==> src/rtl/common_pkg.sv <==
// Shared UART definitions: register map, LCR field layout, data-length encoding
// and the transmitter state type.
package common_pkg;

  localparam logic [3:0] ADDR_OCR = 4'h0;
  localparam logic [3:0] ADDR_TDR = 4'h4;
  localparam logic [3:0] ADDR_LCR = 4'h8;
  localparam logic [3:0] ADDR_DIV = 4'hC;

  localparam int LCR_DATA_BITS_LSB  = 0;
  localparam int LCR_DATA_BITS_MSB  = 1;
  localparam int LCR_STOP_BIT       = 2;
  localparam int LCR_PARITY_EN_BIT  = 3;
  localparam int LCR_PARITY_ODD_BIT = 4;
  localparam int LCR_WIDTH          = 5;

  localparam logic [1:0] DB_5 = 2'b00;
  localparam logic [1:0] DB_6 = 2'b01;
  localparam logic [1:0] DB_7 = 2'b10;
  localparam logic [1:0] DB_8 = 2'b11;

  typedef enum logic [2:0] {
    IDLE,
    START,
    DATA,
    PARITY,
    STOP
  } tx_state_e;

  function automatic logic [3:0] data_len(input logic [1:0] db);
    case (db)
      DB_5:    data_len = 4'd5;
      DB_6:    data_len = 4'd6;
      DB_7:    data_len = 4'd7;
      DB_8:    data_len = 4'd8;
      default: data_len = 4'd8;
    endcase
  endfunction

  // Selects the payload bits that actually go on the line (used for parity).
  function automatic logic [7:0] data_mask(input logic [1:0] db);
    case (db)
      DB_5:    data_mask = 8'h1F;
      DB_6:    data_mask = 8'h3F;
      DB_7:    data_mask = 8'h7F;
      DB_8:    data_mask = 8'hFF;
      default: data_mask = 8'hFF;
    endcase
  endfunction

endpackage

==> src/rtl/uart_baud_tick.sv <==
// Loadable bit-period down-counter; o_tick marks the last cycle of each bit and
// the counter reloads the latched divisor on that cycle.
module uart_baud_tick #(
  parameter int DIV_WIDTH = 16
) (
  input  logic                 clk,
  input  logic                 reset,
  input  logic                 i_run,
  input  logic                 i_load,
  input  logic [DIV_WIDTH-1:0] i_divisor,
  output logic                 o_tick
);

  logic [DIV_WIDTH-1:0] r_div;
  logic [DIV_WIDTH-1:0] r_cnt;

  always_ff @(posedge clk or posedge reset) begin
    if (reset) begin
      r_div <= '0;
      r_cnt <= '0;
    end else if (i_load) begin
      r_div <= i_divisor;
      r_cnt <= i_divisor;
    end else if (!i_run) begin
      r_cnt <= '0;
    end else if (r_cnt == '0) begin
      r_cnt <= r_div;
    end else begin
      r_cnt <= r_cnt - 1'b1;
    end
  end

  assign o_tick = i_run && (r_cnt == '0);

endmodule

==> src/rtl/uart_tx.sv <==
// UART transmitter: 5-8 data bits, optional even/odd parity, 1 or 2 stop bits,
// programmable bit period. Frame settings are latched when a frame is accepted.
module uart_tx
  import common_pkg::*;
#(
  parameter int DIV_WIDTH = 16
) (
  input  logic                 clk,
  input  logic                 reset,
  input  logic                 tx_en_i,
  input  logic                 start_i,
  input  logic [7:0]           tx_data_i,
  input  logic [1:0]           data_bits_i,
  input  logic                 stop_bits_i,
  input  logic                 parity_en_i,
  input  logic                 parity_odd_i,
  input  logic [DIV_WIDTH-1:0] divisor_i,
  output logic                 tx_o,
  output logic                 busy_o,
  output logic                 done_o
);

  tx_state_e            r_state, w_state_next;
  logic                 r_tx, w_tx_next;
  logic                 r_busy, w_busy_next;
  logic                 r_done, w_done_next;
  logic [7:0]           r_shift, w_shift_next;
  logic [3:0]           r_bit_cnt, w_bit_cnt_next;
  logic                 r_stop_cnt, w_stop_cnt_next;
  logic [LCR_WIDTH-1:0] r_lcr, w_lcr_next;
  logic                 r_parity, w_parity_next;
  logic                 w_load;
  logic                 w_tick;
  logic [3:0]           w_len;

  uart_baud_tick #(
    .DIV_WIDTH(DIV_WIDTH)
  ) u_baud (
    .clk      (clk),
    .reset    (reset),
    .i_run    (r_state != IDLE),
    .i_load   (w_load),
    .i_divisor(divisor_i),
    .o_tick   (w_tick)
  );

  assign w_len = data_len(r_lcr[LCR_DATA_BITS_MSB:LCR_DATA_BITS_LSB]);

  always_comb begin
    w_state_next    = r_state;
    w_tx_next       = r_tx;
    w_busy_next     = r_busy;
    w_done_next     = 1'b0;
    w_shift_next    = r_shift;
    w_bit_cnt_next  = r_bit_cnt;
    w_stop_cnt_next = r_stop_cnt;
    w_lcr_next      = r_lcr;
    w_parity_next   = r_parity;
    w_load          = 1'b0;
    case (r_state)
      IDLE: begin
        w_tx_next   = 1'b1;
        w_busy_next = 1'b0;
        if (start_i && tx_en_i) begin
          w_state_next    = START;
          w_tx_next       = 1'b0;
          w_busy_next     = 1'b1;
          w_load          = 1'b1;
          w_shift_next    = tx_data_i;
          w_bit_cnt_next  = '0;
          w_stop_cnt_next = 1'b0;
          w_lcr_next[LCR_DATA_BITS_MSB:LCR_DATA_BITS_LSB] = data_bits_i;
          w_lcr_next[LCR_STOP_BIT]       = stop_bits_i;
          w_lcr_next[LCR_PARITY_EN_BIT]  = parity_en_i;
          w_lcr_next[LCR_PARITY_ODD_BIT] = parity_odd_i;
          w_parity_next = (^(tx_data_i & data_mask(data_bits_i))) ^ parity_odd_i;
        end
      end
      START: begin
        if (w_tick) begin
          w_state_next   = DATA;
          w_tx_next      = r_shift[0];
          w_shift_next   = {1'b0, r_shift[7:1]};
          w_bit_cnt_next = 4'd1;
        end
      end
      DATA: begin
        // r_bit_cnt counts data bits already placed on the line.
        if (w_tick) begin
          if (r_bit_cnt == w_len) begin
            if (r_lcr[LCR_PARITY_EN_BIT]) begin
              w_state_next = PARITY;
              w_tx_next    = r_parity;
            end else begin
              w_state_next = STOP;
              w_tx_next    = 1'b1;
            end
          end else begin
            w_tx_next      = r_shift[0];
            w_shift_next   = {1'b0, r_shift[7:1]};
            w_bit_cnt_next = r_bit_cnt + 4'd1;
          end
        end
      end
      PARITY: begin
        if (w_tick) begin
          w_state_next = STOP;
          w_tx_next    = 1'b1;
        end
      end
      STOP: begin
        if (w_tick) begin
          if (r_lcr[LCR_STOP_BIT] && !r_stop_cnt) begin
            w_stop_cnt_next = 1'b1;
          end else begin
            w_state_next = IDLE;
            w_tx_next    = 1'b1;
            w_busy_next  = 1'b0;
            w_done_next  = 1'b1;
          end
        end
      end
      default: begin
        w_state_next = IDLE;
        w_tx_next    = 1'b1;
        w_busy_next  = 1'b0;
      end
    endcase
  end

  always_ff @(posedge clk or posedge reset) begin
    if (reset) begin
      r_state    <= IDLE;
      r_tx       <= 1'b1;
      r_busy     <= 1'b0;
      r_done     <= 1'b0;
      r_shift    <= '0;
      r_bit_cnt  <= '0;
      r_stop_cnt <= 1'b0;
      r_lcr      <= '0;
      r_parity   <= 1'b0;
    end else begin
      r_state    <= w_state_next;
      r_tx       <= w_tx_next;
      r_busy     <= w_busy_next;
      r_done     <= w_done_next;
      r_shift    <= w_shift_next;
      r_bit_cnt  <= w_bit_cnt_next;
      r_stop_cnt <= w_stop_cnt_next;
      r_lcr      <= w_lcr_next;
      r_parity   <= w_parity_next;
    end
  end

  assign tx_o   = r_tx;
  assign busy_o = r_busy;
  assign done_o = r_done;

endmodule
==> config.mk <==
export PLATFORM = sky130hd
export DESIGN_NAME = uart_tx
export DESIGN_NICKNAME = d
export VERILOG_FILES = /design/src/rtl/common_pkg.sv /design/src/rtl/uart_baud_tick.sv /design/src/rtl/uart_tx.sv
export SDC_FILE = /design/constraint.sdc
export NUM_CORES = 1
export LEC_CHECK = 0
export BUFFER_PORTS_ARGS = -buffer_cell sky130_fd_sc_hd__buf_4
export CELL_PAD_IN_SITES_DETAIL_PLACEMENT = 1
export CELL_PAD_IN_SITES_GLOBAL_PLACEMENT = 1
export CORE_MARGIN = 2
export CORE_UTILIZATION = 41
export DETAILED_ROUTE_END_ITERATION = 10
export GPL_TIMING_DRIVEN = 0
export HOLD_SLACK_MARGIN = 0.12
export PLACE_DENSITY_LB_ADDON = 0.1
export SETUP_SLACK_MARGIN = 0.4
export SKIP_CTS_REPAIR_TIMING = 1
export SYNTH_ARGS = -nofsm -noshare
export SYNTH_HDL_FRONTEND = slang
export SYNTH_HIERARCHICAL = 1
export SYNTH_SLANG_ARGS = --single-unit
==> constraint.sdc <==
create_clock -name clk -period 2.9 [get_ports clk]
set_clock_uncertainty 0.05 [all_clocks]
set_input_delay 0.58 -clock clk [delete_from_list [all_inputs] [get_ports clk]]
set_output_delay 0.58 -clock clk [all_outputs]
set_load 0.05 [all_outputs]
Word-level counts from Yosys, hierarchy flattened
Cells that the tools add are included.
- reductions and logical operators: 19
- shift-type cells: 0
- mux-type cells: 47
- multiply operators: 0
- bitwise gates (word level): 3
- add/subtract/negate cells: 2
- div/mod/pow operators: 0
- magnitude comparators: 0
- equal/unequal tests: 20
- operators with widths (kind ; number):
    $mux 16 ; 3
    $mux 8 ; 6
    $pmux 8 s4 ; 1
    $mux 3 ; 8
    $pmux 8 s3 ; 1
    $mux 1 ; 18
    $logic_not 16->1 ; 1
    $mux 4 ; 4
    $pmux 4 s4 ; 1
    $sub 16x1->16 const B ; 1
    $pmux 3 s5 ; 1
    $pmux 4 s3 ; 1
    $ne 2x2->1 const B ; 5
    $reduce_and 5->1 ; 2
    $and 8x8->8 ; 1
    $eq 2x2->1 const B ; 4
    $ne 2x1->1 const B ; 4
    $reduce_xor 8->1 ; 1
    $reduce_and 7->1 ; 1
    $eq 3x2->1 const B ; 2
    $reduce_bool 3->1 ; 2
    $pmux 1 s5 ; 1
    $add 4x1->4 const B ; 1
    $eq 2x1->1 const B ; 2
    16 further kinds ; 19
- memories: 0
- RAM bits: 0
- bits of input ports: 33
- bits in latches: 0
- register bits after elaboration: 56
- bits in read-only memories: 0

Depth between registers and ports, before layout
Gate-level depths: netlist (run 1).
- depth in word-level cells: 7
- gate-level depth with buffers: 10
- gate-level depth less buffers: 9

Modules after synthesis
The synthesis (run 1) kept the hierarchy.
- by module, submodules not included (module ; area each (um^2) ; sequential area each (um^2) ; cells an instance ; times used):
    uart_baud_tick ; 1737.9 ; 800.8 ; 186 ; 1
    uart_tx ; 1348.8 ; 601.8 ; 146 ; 1

Worst setup path after synthesis (run 1)
Ideal clock, no wire load.
- path type: flip-flop to flip-flop
- start point: register u_baud.r_cnt[4]
- end point: register r_bit_cnt[3]
- arrival time: 2.220 ns
- slack: 0.503 ns
- data required time: 2.723 ns
- stages on the path, launching flop included: 10
- setup time: 0.127 ns
- path through: dfrtp_1 > buf_6 > nor4_4 > buf_6 > and3_1 > and3_1 > a32oi_1 > a211oi_2 > nand4_1 > mux2_1
- cells in the longest elaborated chain, start to end: 4
- elaborated cells between the ends (all ways): 5
- classes of those cells: eq/ne (2); reduce/logical (3)
- RTL lines (element ; RTL line ; text):
    start: declaration ; uart_baud_tick.sv:15 ; logic [DIV_WIDTH-1:0] r_cnt;
    start signal: assignment ; uart_baud_tick.sv:23 ; r_cnt <= i_divisor;
    start signal: assignment ; uart_baud_tick.sv:27 ; r_cnt <= r_div;
    start signal: assignment ; uart_baud_tick.sv:29 ; r_cnt <= r_cnt - 1'b1;
    $logic_not 16->1 * ; uart_baud_tick.sv:33 ; assign o_tick = i_run && (r_cnt == '0);
    $logic_and 1x1->1 * ; uart_baud_tick.sv:33 ;
    via w_tick ; uart_tx.sv:33 ; logic w_tick;
    $ne 2x1->1 (no source line) ; -- ;
    $reduce_and 5->1 (no source line) * ; -- ;
    end signal: assignment ; uart_tx.sv:148 ; r_bit_cnt <= w_bit_cnt_next;
    end: declaration ; uart_tx.sv:28 ; logic [3:0] r_bit_cnt, w_bit_cnt_next;
Mark *: on every way through the listed nets, which the timed path passes. The rest lies on a longest branch.
A chain may end at the register's enable or synchronous reset.

Worst setup path after layout (run 1)
- start point: register u_baud.r_cnt[7]
- end point: register r_bit_cnt[3]
The elaborated chain is that of the path after synthesis.

==> impl_metrics.env, run 1 <==
export IMPL_seq_area_frac_synth_pct=45.4
export IMPL_nets=425
export IMPL_cts_tree="yes"
export IMPL_pwr_share_comb_pct=42.2
export IMPL_r2r_setup_slack_ps=490
export IMPL_yosysTopAreaCell="dfrtp_1"
export IMPL_syn_area_um2=3090
export IMPL_use_met1_pct=29.9
export IMPL_via_per_inst=5.49
export IMPL_grt_max_degree=33
export IMPL_cpLargestDelayFamily="simple AND/OR/NAND/NOR gates"
export IMPL_path_class="flip-flop to flip-flop"
export IMPL_synth_cells=332
export IMPL_p_sw_mw=1.38
export IMPL_ios=36
export IMPL_vias=2667
export IMPL_synth_most_common_cell="dfrtp_1"
export IMPL_synthSimpleGateAreaFrac_pct=19.6
export IMPL_fp_coreArea_um2=7250
export IMPL_yosysUniqueCellTypes=59
export IMPL_setup_tns_ps=0
export IMPL_clk_path_buf_depth=2
export IMPL_drc=0
export IMPL_crit_arrival_ps=2560
export IMPL_startpoint_type="flip-flop"
export IMPL_antenna_found_initial=0
export IMPL_cts_inserted_buffers=5
export IMPL_synth_flop_cell="dfrtp_1"
export IMPL_routabilityCongestion=0.841
export IMPL_switching_share_pct=39.0
export IMPL_drive_above_1_share_pct=24.0
export IMPL_finalCriticalPeriod_ps=2410
export IMPL_drv_cap=0
export IMPL_slew_headroom_pct=35.1
export IMPL_synth_area_leaders="dfrtp_1 (45%), o21ai_0 (7.5%), nand2_1 (3.4%)"
export IMPL_worstMarginPinSlew_ps=972
export IMPL_synth_top_area_share_pct=44.6
export IMPL_grt_usage_pct=20.5
export IMPL_clk_pin_slew_ps=110
export IMPL_vdd_ir_drop_worst_v=0.000411
export IMPL_gr_usage_met2_pct=32.2
export IMPL_antenna_cells=0
export IMPL_path_cells="nor4_4 > buf_6 > and3_4 > and3_4 > a32oi_4 > a211oi_2 > nand4_1 > mux2_4"
export IMPL_cp_slowest_stage_delay_ps=430
export IMPL_grt_pass1_vias=2727
export IMPL_cp_slowest_cell="dfrtp_1"
export IMPL_syn_avg_cell_area_um2=9.30
export IMPL_seq_power_share_pct=42.2
export IMPL_crit_fanout=8
export IMPL_p_int_mw=2.15
export IMPL_power_density_nw_per_um2=939
export IMPL_synth_compound_area_share_pct=19.3
export IMPL_synth_top_family_by_area="simple AND/OR/NAND/NOR gates"
export IMPL_gr_total_overflow=0
export IMPL_end_kind="flip-flop"
export IMPL_synth_yosys_warnings=6
export IMPL_synthXorXnorAreaFrac_pct=3.40
export IMPL_rows=31
export IMPL_path_depth=8
export IMPL_ant_nets=0
export IMPL_layout_worst_path_cycle_share_pct=83.1
export IMPL_gr_usage_met3_pct=3.26
export IMPL_synth_adder_area_share_pct=2.43
export IMPL_drv_slew=0
export IMPL_holdCritPathClass="input port to asynchronous set/reset pin"
export IMPL_syn2layout_area_growth_pct=21.6
export IMPL_start_util_pct=42.6
export IMPL_max_freq_mhz=415
export IMPL_syn_num_nets=371
export IMPL_drt_iter0_drc=118
export IMPL_ys_top_cells_by_count="dfrtp_1 (55), o21ai_0 (46), nand2_1 (28), inv_1 (26), nor2_1 (23)"
export IMPL_rsz0062_at_grt="no"
export IMPL_hold_slack_ps=326
export IMPL_avgRoutedWirePerCell_um=17.0
export IMPL_total_leakage_power_nw=1.68
export IMPL_power_frac_clock_pct=15.6
export IMPL_synth_edf_count=0
export IMPL_clockRootBuffer="clkbuf_8"
export IMPL_numPortBuffers=35
export IMPL_reg2reg_depth=8
export IMPL_required_ps=3050
export IMPL_ys_ff_latch=56
export IMPL_hold_viol_final=0
export IMPL_clk_latency_ps=310
export IMPL_muxShareOfSynthArea_pct=3.97
export IMPL_dieArea_um2=8240
export IMPL_die_w_um=90.8
export IMPL_cts_max_level=2
export IMPL_path_buf_inv=1
export IMPL_drt_wl_total_mm=8.24
export IMPL_grt_busiest_layer="met2"
export IMPL_grt_pass1_wl_mm=13.7
export IMPL_critPathMostFrequentCell="and3_4"
export IMPL_setup_violations=0
export IMPL_dp_hpwl_mm=5.70
export IMPL_drt_pass1_iter_count=4
export IMPL_synth_async_reset_ratio_pct=100
export IMPL_cts_sinks=56
export IMPL_status="finished clean"
export IMPL_die_h_um=90.8
[worst register-to-register path, delay by kind of cell (launching register included)]
family / cells / cell delay (ps)
mux: 1 / 320
buf+inv: 1 / 170
flops: 1 / 430
compound gates: 2 / 370
simple gates: 4 / 960
[cell type report]
type                       count  area [um2]
timing repair buffer          47         353
clock buffer                   6        82.6
buffer                        15        91.3
clock inverter                 2        38.8
multi-input combinational    235        1560
fill                         859        3500
sequential                    56        1410
inverter                      26        97.6
tap                           99         124
[cells in the final DEF (no fill, tap or decap), drive strengths merged, types with 3 or more instances in the layout]
master,synthesis,final
or4,3,3
nor3,10,10
nor2b,3,3
or3,3,3
dfrtp,55,55
o21ai,53,53
buf,7,55
xnor2,10,10
and3,5,5
clkbuf,8,13
nand3b,4,4
nor2,24,24
inv,26,26
nand3,3,3
nand4,6,6
o41ai,3,3
o21a,3,3
o31ai,5,5
nor4,4,4
mux2i,10,10
nand2,28,28
nand2b,5,5
a21oi,14,14
ha,6,6
and4,3,3
[stage by stage]
| stage | setup slack (ps) | area (um2) | util [%] | cells | total power [mW] |
|---|---|---|---|---|---|
| 4_1_cts | 108 | 3590 | 49.6 | 474 | 3.38 |
| 3_3_place_gp | 206 | 3470 | 47.9 | 466 | 2.74 |
| 2_1_floorplan | 503 | 3090 | - | 332 | 2.44 |
| 3_5_place_dp | 124 | 3470 | 47.9 | 466 | 2.81 |
| 6_report | 491 | 3750 | 51.7 | 486 | 3.52 |
| 5_1_grt | 388 | 3750 | 51.7 | 486 | 3.80 |
[logic make-up (layout without fill, tap and decap cells)]
family | Yosys count | count (layout)
AND/OR/NAND/NOR | 107 | 107
AO/OA/AOI/OAI | 98 | 98
flip-flops | 56 | 56
buffers and inverters | 41 | 96
XOR/XNOR | 12 | 12
multiplexers | 12 | 12
adder cells (fa/ha/maj) | 6 | 6
[power groups by stage]
stage	registers, mW	logic [mW]	clock network, mW
2_1_floorplan	1.46	0.984	0
6_report	1.49	1.49	0.549
5_1_grt	1.54	1.66	0.595
4_1_cts	1.49	1.32	0.570
3_3_place_gp	1.49	1.25	0
3_5_place_dp	1.50	1.31	0
[sequential cells by signal (all words and copies together), names as in the netlist, 3 cells and up]
| signal | cells |
|---|---|
| u_baud/r_div | 16 |
| r_bit_cnt | 4 |
| r_lcr | 4 |
| u_baud/r_cnt | 16 |
| r_state | 3 |
| r_shift | 8 |
[per-layer routing]
layer	vias to the layer above	part of all wire, %
met5	-	0
met4	0	0.87
met3	7	4.2
met1	1311	47
met2	62	48
li1	1287	-
[final timing paths]
kind / startpoint / endpoint
setup / recovery: u_baud/r_cnt[7] / r_bit_cnt[3]
hold reg to reg: busy_o / busy_o
setup reg to reg: u_baud/r_cnt[7] / r_bit_cnt[3]
min in group clk: stop_bits_i / r_lcr[2]
max in group asynchronous: reset / r_lcr[2]
hold / removal: reset / u_baud/r_div[0]
(Power assumes the default switching activity.)
==> run 2, diff against run 1 <==
Settings changed: ABC_AREA set to 1, CORE_UTILIZATION 41 to 39.
Clock period 2.9 ns to 2 ns, I/O delays scaled along.
==> impl_metrics.env, run 2 <==
export IMPL_cp_slowest_cell="dfrtp_2"
export IMPL_drc=0
export IMPL_drv_slew=0
export IMPL_syn_avg_cell_area_um2=7.39
export IMPL_path_class="flip-flop to flip-flop"
export IMPL_critPathMostFrequentCell="nor2_4"
export IMPL_status="finished with violations"
export IMPL_drive_above_1_share_pct=30.9
export IMPL_crit_fanout=6
export IMPL_numPortBuffers=35
export IMPL_drv_cap=0
export IMPL_slew_headroom_pct=36.7
export IMPL_dieArea_um2=9380
export IMPL_vdd_ir_drop_worst_v=0.000712
export IMPL_hold_viol_final=0
export IMPL_synth_async_reset_ratio_pct=100
export IMPL_cts_sinks=56
export IMPL_clk_latency_ps=310
export IMPL_seq_area_frac_synth_pct=41.7
export IMPL_yosysUniqueCellTypes=36
export IMPL_end_kind="flip-flop"
export IMPL_antenna_cells=0
export IMPL_setup_slack_ps=-284
export IMPL_crit_arrival_ps=2430
export IMPL_layout_worst_path_cycle_share_pct=114
export IMPL_synth_yosys_warnings=6
export IMPL_ys_ff_latch=56
export IMPL_grt_pass1_wl_mm=14.8
export IMPL_required_ps=2140
export IMPL_fp_coreArea_um2=8300
export IMPL_most_common_layout_cells="nand2_1 (124), buf_4 (60), inv_1 (59)"
export IMPL_utilization_pct=53.2
export IMPL_drt_iter0_drc=63
export IMPL_drt_pass1_iter_count=4
export IMPL_fill_cells=1045
export IMPL_avgRoutedWirePerCell_um=15.4
export IMPL_cpLargestDelayFamily="simple AND/OR/NAND/NOR gates"
export IMPL_ant_nets=0
export IMPL_antenna_found_initial=0
export IMPL_setup_violations=17
export IMPL_synth_flop_cell="dfrtp_1"
export IMPL_finalCriticalPeriod_ps=2280
export IMPL_cts_max_level=2
export IMPL_nets=565
export IMPL_path_buf_inv=3
export IMPL_clk_path_buf_depth=2
export IMPL_gr_total_overflow=0
export IMPL_seq_area_um2=1410
export IMPL_yosysTopAreaCell="dfrtp_1"
export IMPL_grt_pass1_vias=3134
export IMPL_multi_input_area_um2=1830
export IMPL_synth_cells=455
export IMPL_routabilityCongestion=0.809
export IMPL_ys_top_cells_by_count="nand2_1 (131), inv_1 (62), dfrtp_1 (55), nand3_1 (51), nor2_1 (36)"
export IMPL_holdCritPathClass="input port to asynchronous set/reset pin"
export IMPL_violations="negative setup slack"
export IMPL_dp_hpwl_mm=6.48
export IMPL_syn_area_um2=3360
export IMPL_rsz0062_at_grt="yes"
export IMPL_synth_top_area_share_pct=40.9
export IMPL_final_common_cell="nand2_1"
export IMPL_grt_max_degree=33
export IMPL_placed_area_um2=3800
export IMPL_cp_slowest_stage_delay_ps=460
export IMPL_syn2layout_area_growth_pct=31.2
export IMPL_start_util_pct=40.5
export IMPL_path_cells="inv_2 > ha_4 > nand3_4 > nor2_4 > nand2_4 > buf_12 > nor2_4 > inv_4 > a21oi_4 > nor2_2 > a21oi_2 > nand3_2 > nand2_1 > o21ai_1"
export IMPL_die_w_um=96.8
export IMPL_synth_edf_count=0
export IMPL_clk_pin_slew_ps=110
export IMPL_grt_usage_pct=19.1
export IMPL_syn_num_nets=494
export IMPL_fin_area_um2=4410
export IMPL_clockRootBuffer="clkbuf_8"
export IMPL_cts_tree="yes"
export IMPL_via_per_inst=4.97
export IMPL_total_leakage_power_nw=2.25
export IMPL_reg_largest_list="u_baud/r_cnt (16), u_baud/r_div (16), r_shift (8)"
export IMPL_drt_wl_total_mm=9.74
export IMPL_synth_most_common_cell="nand2_1"
export IMPL_rows=33
export IMPL_vias=3141
export IMPL_max_freq_mhz=438
export IMPL_worstMarginPinSlew_ps=948
export IMPL_cts_inserted_buffers=5
export IMPL_power_density_nw_per_um2=1690
export IMPL_ios=36
export IMPL_synth_area_leaders="dfrtp_1 (41%), nand2_1 (15%), nand3_1 (7.6%)"
export IMPL_startpoint_type="flip-flop"
export IMPL_die_h_um=96.8
## run 2: cell types whose count changed in the layout (fill, tap and decap cells not counted), sizes merged, moves of 10 or more
cell   change
nor2      +25
inv       +43
o21ai     -15
nand3     +53
buf       +18
nand2    +110
mux2i     -10
## run 2: final cells by class
type	count	share of cell area (%)
Inverter	69	5.93
Clock buffer	6	1.87
Timing Repair Buffer	64	12.3
Buffer	12	3.26
Clock inverter	2	0.227
Sequential cell	56	31.9
Tap cell	105	2.98
Multi-Input combinational cell	318	41.5
## run 2: final timing paths
check	start	to	slack, ps	cells past startpoint
max	u_baud/r_cnt[0]	r_state[1]	-280	14
max reg2reg	u_baud/r_cnt[0]	r_state[1]	-280	14
min in group clk	divisor_i[1]	u_baud/r_cnt[1]	240	3
min reg2reg	r_parity	r_parity	460	2
max in group asynchronous	reset	r_state[1]	1000	2
min	reset	u_baud/r_div[14]	170	2
## run 2: power breakdown
group | leakage [nW] | switching, mW | internal [mW] | total, mW
sequential | 0.699 | 0.331 | 1.63 | 1.96
clock | 0.0510 | 0.379 | 0.278 | 0.657
combinational | 1.50 | 2.78 | 2.05 | 4.83
total | 2.25 | 3.49 | 3.95 | 7.45
## run 2: kinds of logic (layout without fill, tap and decap cells)
| logic type | count (synthesis) | count (layout) | share of synthesized area [%] |
|---|---|---|---|
| adders and majority gates | 6 | 6 | 2.23 |
| xor gates and xnor gates | 7 | 7 | 1.82 |
| AOI/OAI and AO/OA | 56 | 56 | 9.23 |
| buffers and inverters | 81 | 153 | 10.5 |
| DFF | 56 | 56 | 41.7 |
| and+or+nand+nor | 249 | 249 | 34.5 |
## run 2: per-stage QoR
step	hold WS (ps)	cells	setup TNS (ps)	total power [mW]	setup WS, ps
after floorplan	364	455	-277	4.71	-104
after global placement	420	595	-6370	5.46	-559
after detailed placement	440	595	-6630	5.60	-580
after CTS	235	603	-7600	6.29	-626
after global routing	213	632	-5200	8.07	-391
final	166	632	-3290	7.45	-284
## run 2: per-layer routing
| metal | routed length (um) | GRT usage (%) | part of all wire (%) | vias to the layer above |
|---|---|---|---|---|
| met5 | 0 | 0 | 0 | - |
| met4 | 157 | 4.88 | 1.6 | 0 |
| met3 | 159 | 2.38 | 1.6 | 12 |
| met2 | 5390 | 35.1 | 55 | 32 |
| met1 | 4040 | 23.6 | 41 | 1540 |
| li1 | - | - | - | 1557 |
==> run 3, diff against run 2 <==
Settings changed: ABC_AREA 1 to 0, BUFFER_PORTS_ARGS -buffer_cell sky130_fd_sc_hd__buf_4 to -buffer_cell sky130_fd_sc_hd__buf_2, CORE_UTILIZATION 39 to 40.
==> impl_metrics.env, run 3 (same netlist as run 1, synthesis figures left out) <==
export IMPL_die_h_um=91.8
export IMPL_reg_largest_list="u_baud/r_cnt (16), u_baud/r_div (16), r_shift (8)"
export IMPL_crit_fanout=8
export IMPL_fp_coreArea_um2=7610
export IMPL_dieArea_um2=8440
export IMPL_finalCriticalPeriod_ps=2430
export IMPL_antenna_found_initial=0
export IMPL_syn2layout_area_growth_pct=38.4
export IMPL_startpoint_type="flip-flop"
export IMPL_crit_arrival_ps=2580
export IMPL_cp_slowest_stage_delay_ps=390
export IMPL_dp_hpwl_mm=5.73
export IMPL_cts_sinks=56
export IMPL_path_cells="buf_6 > nor4_4 > buf_6 > and3_4 > and3_4 > a32oi_4 > a211oi_4 > nand4_1 > mux2_4"
export IMPL_drv_cap=0
export IMPL_end_kind="flip-flop"
export IMPL_ant_nets=0
export IMPL_worstMarginPinSlew_ps=941
export IMPL_clk_pin_slew_ps=100
export IMPL_vias=2791
export IMPL_hold_viol_final=0
export IMPL_drt_pass1_iter_count=4
export IMPL_vdd_ir_drop_worst_v=0.000674
export IMPL_required_ps=2160
export IMPL_most_common_layout_cells="dfrtp_1 (49), buf_2 (36), buf_4 (28)"
export IMPL_utilization_pct=56.2
export IMPL_setup_slack_ps=-426
export IMPL_reg2reg_from="u_baud/r_cnt[4]"
export IMPL_total_leakage_power_nw=1.98
export IMPL_setup_violations=22
export IMPL_drc=0
export IMPL_setup_tns_ps=-4800
export IMPL_drt_wl_total_mm=8.96
export IMPL_start_util_pct=40.6
export IMPL_cp_endpoint="r_bit_cnt[3]"
export IMPL_cpLargestDelayFamily="simple AND/OR/NAND/NOR gates"
export IMPL_path_buf_inv=2
export IMPL_numPortBuffers=35
export IMPL_routabilityCongestion=0.790
export IMPL_placed_area_um2=3520
export IMPL_avgRoutedWirePerCell_um=17.5
export IMPL_nets=449
export IMPL_cts_inserted_buffers=5
export IMPL_cts_tree="yes"
export IMPL_layout_worst_path_cycle_share_pct=121
export IMPL_path_depth=9
export IMPL_fin_area_um2=4270
export IMPL_status="finished with violations"
export IMPL_die_w_um=91.8
export IMPL_cts_max_level=2
export IMPL_via_per_inst=5.44
export IMPL_violations="negative setup slack"
export IMPL_holdCritPathClass="input port to flip-flop"
export IMPL_drt_iter0_drc=35
export IMPL_antenna_cells=0
export IMPL_slew_headroom_pct=37.2
export IMPL_grt_max_degree=33
export IMPL_reg2reg_depth=9
export IMPL_cp_slowest_cell="dfrtp_1"
export IMPL_grt_pass1_vias=2751
export IMPL_hold_slack_ps=234
export IMPL_drv_slew=0
export IMPL_r2r_setup_slack_ps=-430
export IMPL_clk_latency_ps=320
export IMPL_path_class="flip-flop to flip-flop"
export IMPL_grt_usage_pct=20.1
export IMPL_grt_pass1_wl_mm=13.4
export IMPL_max_freq_mhz=412
export IMPL_rows=32
export IMPL_clockRootBuffer="clkbuf_8"
export IMPL_power_density_nw_per_um2=1240
export IMPL_startpoint="u_baud/r_cnt[4]"
export IMPL_gr_total_overflow=0
export IMPL_rsz0062_at_grt="yes"
export IMPL_clk_path_buf_depth=2
export IMPL_worst_r2r_endpoint="r_bit_cnt[3]"
export IMPL_final_common_cell="dfrtp_1"
export IMPL_drive_above_1_share_pct=38.7
export IMPL_ios=36
==> run 3: routing by layer <==
layer	up-vias	wire (um)	GRT usage [%]
li1	1336	-	-
met1	1410	3660	23.7
met2	36	4910	37.1
met3	9	292	4.03
met4	0	98	5.10
met5	-	0	0
==> run 3: per-stage QoR <==
step	instances	worst slack (ps)	total power, mW
final	513	-426	5.29
after CTS	477	-495	4.80
after detailed placement	469	-447	4.14
after global placement	469	-423	4.04
after floorplan	332	-194	3.62
after global routing	513	-525	5.71
==> run 3: final cells by class <==
class | instances | area, um2
fillers | 854 | 3330
inverters | 26 | 103
clock inverters | 1 | 5.00
well taps | 102 | 128
clock buffers | 7 | 76.3
flip-flops and latches | 56 | 1410
plain buffers | 15 | 186
repair buffers | 71 | 547
multi-input cells | 235 | 1820
==> run 3: worst min path at each step <==
stage	startpoint	endpoint	slack, ps	cells past startpoint
4_1_cts	stop_bits_i	r_lcr[2]	230	3
2_1_floorplan	reset	busy_o	360	1
5_1_grt	divisor_i[8]	u_baud/r_div[8]	230	3
3_3_place_gp	busy_o	busy_o	400	1
3_5_place_dp	u_baud/r_div[1]	u_baud/r_div[1]	440	1
6_report	stop_bits_i	r_lcr[2]	230	3
==> run 3: report_power, final <==
group / leakage, nW / internal (mW) / switching, mW / total (mW)
sequential: 0.667 / 1.68 / 0.525 / 2.20
combinational: 1.27 / 1.21 / 1.26 / 2.47
clock: 0.0422 / 0.247 / 0.374 / 0.621
==> run 3: worst min-delay path, cell delays in order <==
cell	delay (ps)
buf_2	80
nand2_1	30
o21ai_0	50
